**src/rtl/weights_save.sv**
```systemverilog
// Streams weight words into a row-major RAM image through a registered write port (1-cycle latency).
// s_ready is high only while capturing; a frame ends on s_last or on the final address.
module weights_save #(
  parameter  int WIDTH = 8,
  parameter  int ROWS  = 1,
  parameter  int COLS  = 8,
  localparam int DEPTH = ROWS * COLS,
  localparam int AW    = (DEPTH > 1) ? $clog2(DEPTH) : 1
) (
  input  logic             clk,
  input  logic             rst_n,
  input  logic             start,
  input  logic [WIDTH-1:0] s_data,
  input  logic             s_valid,
  input  logic             s_last,
  output logic             s_ready,
  output logic             wr_en,
  output logic [AW-1:0]    wr_addr,
  output logic [WIDTH-1:0] wr_data,
  output logic [AW:0]      count,
  output logic             busy,
  output logic             done,
  output logic             err
);

  typedef enum logic [1:0] {IDLE, CAPTURE, DONE} state_t;

  localparam logic [AW:0] LAST_IDX = (AW+1)'(DEPTH - 1);
  localparam logic [AW:0] ONE      = (AW+1)'(1);

  state_t state, state_nxt;
  logic   hs;
  logic   at_last;

  assign at_last = (count == LAST_IDX);

  always_ff @(posedge clk or negedge rst_n) begin
    if (!rst_n) state <= IDLE;
    else        state <= state_nxt;
  end

  always_comb begin
    state_nxt = state;
    s_ready   = 1'b0;
    busy      = 1'b0;
    done      = 1'b0;
    hs        = 1'b0;
    case (state)
      IDLE: begin
        if (start) state_nxt = CAPTURE;
      end
      CAPTURE: begin
        s_ready = 1'b1;
        busy    = 1'b1;
        hs      = s_valid;
        // Either s_last or running out of addresses closes the frame.
        if (hs && (s_last || at_last)) state_nxt = DONE;
      end
      DONE: begin
        done      = 1'b1;
        state_nxt = IDLE;
      end
      default: state_nxt = IDLE;
    endcase
  end

  always_ff @(posedge clk or negedge rst_n) begin
    if (!rst_n) begin
      wr_en   <= 1'b0;
      wr_addr <= '0;
      wr_data <= '0;
      count   <= '0;
      err     <= 1'b0;
    end else begin
      wr_en <= 1'b0;
      if (state == IDLE && start) begin
        count <= '0;
        err   <= 1'b0;
      end
      if (hs) begin
        wr_en   <= 1'b1;
        wr_addr <= count[AW-1:0];
        wr_data <= s_data;
        count   <= count + ONE;
        // Terminating word: error unless s_last lands exactly on the final address.
        if (s_last || at_last) err <= s_last ^ at_last;
      end
    end
  end

endmodule

```
**config.mk**
```make
export PLATFORM = sky130hd
export DESIGN_NAME = weights_save
export DESIGN_NICKNAME = d
export VERILOG_FILES = /design/src/rtl/weights_save.sv
export SDC_FILE = /design/constraint.sdc
export NUM_CORES = 1
export LEC_CHECK = 0
export BUFFER_PORTS_ARGS = -buffer_cell sky130_fd_sc_hd__buf_2
export CORE_ASPECT_RATIO = 1.1
export CORE_MARGIN = 10
export CORE_UTILIZATION = 35
export DETAILED_ROUTE_END_ITERATION = 8
export PLACE_DENSITY = 0.61
export SLEW_MARGIN = 20
export SYNTH_ARGS = -nofsm -noshare
export SYNTH_HDL_FRONTEND = slang
export SYNTH_SLANG_ARGS = --single-unit
```
**constraint.sdc**
```tcl
create_clock -name clk -period 2.2 [get_ports clk]
set_input_delay 0.22 -clock clk [delete_from_list [all_inputs] [get_ports clk]]
set_output_delay 0.22 -clock clk [all_outputs]
set_load 0.1 [all_outputs]
```
* After elaboration in Yosys (flattened, before gate mapping) *
Cells that the tools add are included.

storage, ports and cells
  flip-flop bits (word level) = 19
  word-level logic and storage cells = 31

cells by class
  $add $sub $neg = 1
  eq/ne operators = 5
  muxes and demuxes = 12
  bitwise gates (word level) = 1
  reduce and logical (&&, ||, !) cells = 6

operators by type and width
  cell                 number
  $mux 4               2
  $mux 1               7
  $add 4x1->4 const B  1
  $eq 4x3->1 const B   1
  $mux 2               2
  $ne 2x2->1 const B   2
  $pmux 2 s2           1
  $eq 2x1->1 const B   1
  $eq 2x2->1 const B   1
  $logic_and 1x1->1    2
  $logic_not 2->1      1
  $reduce_and 2->1     1
  $reduce_bool 2->1    1
  $logic_or 1x1->1     1
  $xor 1x1->1          1

* Logic depth before layout (Yosys ltp) *
  depth after elaboration = 5
  mapped depth = 6

* Worst setup path before layout *
OpenSTA, ideal clock, no wires.

  path kind = reg-to-reg
  from = register count[0]
  to = register err
  data arrival time = 1.942 ns
  required time = 2.074 ns
  path slack = 0.132 ns
  cell stages (with the launch flop) = 6
  path through = dfrtp_1 ha_1 nand3b_1 ha_1 and4bb_2 o21ai_0

between the ends
  longest elaborated chain between the ends = 4
  elaborated cells on any way between the ends = 5
  classes of those cells = 1 x eq/ne; 2 x mux; 1 x bitwise; 1 x reduce/logical

RTL lines
  element                                          line  text
  start: declaration                               20    output logic [AW:0] count,
  start signal: assignment                         84    count <= count + ONE;
  $eq 4x3->1 (*)                                   35    assign at_last = (count == LAST_IDX);
  $xor 1x1->1 or $logic_or 1x1->1 (tied branches)  86    if (s_last || at_last) err <= s_last ^ at_last;
  $mux 1 (*)                                       86
  $mux 1 (*)                                       80    if (hs) begin
  end signal: assignment                           86
  end: declaration                                 23    output logic err

Mark *: on every way between the ends. The rest lies on a longest branch, timed or not.
A chain may end at the register's enable or synchronous reset.

* Worst setup path after layout *
  from = register state[1]
  to = output port s_ready

between the ends
  longest elaborated chain between the ends = 2

RTL lines
  element                   line  text
  start: declaration        31    state_t state, state_nxt;
  start signal: assignment  39    else state <= state_nxt;
  $eq 2x1->1                48    case (state)
  $mux 1                    48
  end: declaration          16    output logic s_ready,

Every way passes these cells.

==> run_results.csv <==
group,metric,value,unit
floorplan,dieArea,4610,um^2
hold_path,hold_path.class,"input pin to flop",
sta,setup_slack,630,ps
route,drc,0,
logic_synthesis,syn_nets,77,
cells_and_area,synthToLayoutAreaGrowth,27.5,%
clock_tree,h-tree-depth,1,
cells_and_area,fin_util,46.3,%
logic_synthesis,syn_area,802,um^2
route,drtIter0Drc,17,
place,dp_slack,762,ps
grt,grt_pass1_wl,2730,um
clock_tree,cts.sinks,19,
grt,grt_pass1_vias,628,
logic_synthesis,syn_avg_cell_area,12.9,um^2
sta,hold_violations,0,
place,finalWeightedCongestion,0.694,
clock_tree,cts_tree,"done",
logic_synthesis,synth_cell_types,17,
place,portBuffers,32,
hold_path,hold_end,"wr_data[5]",
run,maxCapViolCount,0,
cells_and_area,final_common_cell,"buf_2",
cells_and_area,drive_gt1_share,51.0,%
cells_and_area,postLayoutCellArea,1020,um^2
grt,track_usage,7.29,%
critical_path,critPathKind,"flop to primary output",
route,wl,1660,um
route,avgRoutedWirePerCell,13.2,um
floorplan,ios,33,
route,drt_pass1_iterations,2,
logic_synthesis,yosys.area.top_type,"dfrtp_1",
grt,grt_max_degree,22,
floorplan,fp.dieW,65.6,um
sta,setup_tns,0,ps
cells_and_area,diodes,0,
cells_and_area,mostFrequentLayoutCells,"32 x buf_2, 19 x dfrtp_1, 11 x mux2_2",
sta,setup_viol,0,
critical_path,path_cells,"and2b_1 -> buf_2",
logic_synthesis,synth_area_leaders,"dfrtp_1 59%, mux2_2 15%, ha_1 3.1%",
hold_path,min_from,"s_data[5]",
sta,tightest_slew,494,ps
critical_path,path_buf_inv,1,
sta,min_period,1570,ps
critical_path,regToRegStartpoint,"count[0]",
route,vias_per_cell,4.65,
critical_path,r2r_cells,5,
clock_tree,clk_latency,290,ps
logic_synthesis,synth_cells,62,
floorplan,coreArea,2210,um^2
sta,rsz0062_at_grt,"no",
clock_tree,root_buffer,"clkbuf_4",
logic_synthesis,synth_top_area_share,59.3,%
grt,antenna_found_initial,0,
clock_tree,path_clk_slew,110,ps
clock_tree,cts.path.max_buffers,2,
route,dr_total_vias,586,
critical_path,cpPeakStageDelay,430,ps
clock_tree,cts_buffers,3,
critical_path,cp_top_family,"buffers and inverters",
hold_path,whs_path_depth,2,
floorplan,die_h,70.2,um
logic_synthesis,yosys_warnings,0,
critical_path,cp.required,1980,ps
cells_and_area,fillers,233,
sta,slew_viol_final,0,
critical_path,rrSetupSlack,750,ps
critical_path,critPathMaxFanout,5,
logic_synthesis,yosysSeqAreaShare,59.3,%
sta,finalCritPeriodShare,71.4,%
critical_path,critPathCaptureType,"primary output",
floorplan,initial_core_util,36.3,%
cells_and_area,fin_nets,112,
sta,skew,4.59,ps
critical_path,cp-start-kind,"flop",
floorplan,num_rows,18,
grt,grt-ovfl-total,0,
clock_tree,cts_hold_buf,1,
critical_path,cpMaxStageDelayCell,"buf_2",
route,ant_nets,0,
clock_tree,post_cts_resized,0,
sta,slew_headroom,67.3,%
critical_path,r2r_end,"err",
run_status,status,"finished, final reports clean",
sta,timing.fmax,0.637,GHz
logic_synthesis,ys_seq_elements,19,
critical_path,cp.arrival,1350,ps
place,placed_cell_area,985,um^2
clock_tree,post-cts-setup-buffer-count,0,
place,hpwlAfterDp,1270,um
[worst max-delay path by stage]
stage	cells past startpoint	end	start
floorplan	5	err	count[0]
global placement	5	err	count[1]
detailed placement	5	err	count[0]
CTS	2	s_ready	state[1]
global route	2	busy	state[1]
finish	2	s_ready	state[1]
[cells in the mapped netlist]
cell,instances
and4bb_2,1
ha_1,2
mux2_2,11
and2b_1,1
nor2b_1,1
dfrtp_1,19
xor2_1,1
nand3_1,4
a311o_1,1
buf_2,3
o21ai_0,5
or3b_1,1
buf_4,1
inv_1,4
nor3b_1,2
nand3b_1,2
nand2_1,3
[worst reg2reg max path: stages, from the launching register on]
cell and delay [ps]:
dfrtp_1 450, ha_1 220, nand3b_1 90, ha_1 200, and4bb_2 310, o21ai_0 80
[sequential cells by signal, summed over array words and instances (netlist names)]
register  flops
wr_data       8
count         4
wr_addr       3
state         2
err           1
wr_en         1
[stage by stage]
| stage | hold slack [ps] | instances |
|---|---|---|
| after detailed placement | 184 | 121 |
| after global routing | 136 | 126 |
| final | 151 | 126 |
| after floorplan | -75.6 | 62 |
| after global placement | 176 | 121 |
| after CTS | 139 | 126 |
[final cells by class]
type	instances	area, um^2	share of cell area [%]
Sequential cell	19	475	46.5
Multi-Input combinational cell	35	289	28.3
Timing Repair Buffer	34	178	17.4
Tap cell	30	37.5	3.67
Clock buffer	3	22.5	2.20
Inverter	4	15.0	1.47
Clock inverter	1	5.00	0.490
[routing by layer]
layer / wire, um / vias up / track usage (%)
li1: - / 280 / -
met1: 673 / 289 / 7.85
met2: 842 / 15 / 11.8
met3: 117 / 2 / 2.55
met4: 25 / 0 / 4.29
met5: 0 / - / 0
[cell families (layout without fill, tap and decap cells)]
family | Yosys count | after routing | share of synthesized area [%]
AOI/OAI and AO/OA | 6 | 6 | 4.37
xor gates and xnor gates | 1 | 1 | 1.09
adders and majority gates | 2 | 2 | 3.12
buffers and inverters | 8 | 42 | 4.68
DFF | 19 | 19 | 59.3
muxes | 11 | 11 | 15.4
and+or+nand+nor | 15 | 15 | 12.0
Power is left out: the tool's default activity adds up to more than one toggle a clock period on the data nets, which glitch-free logic cannot reach.
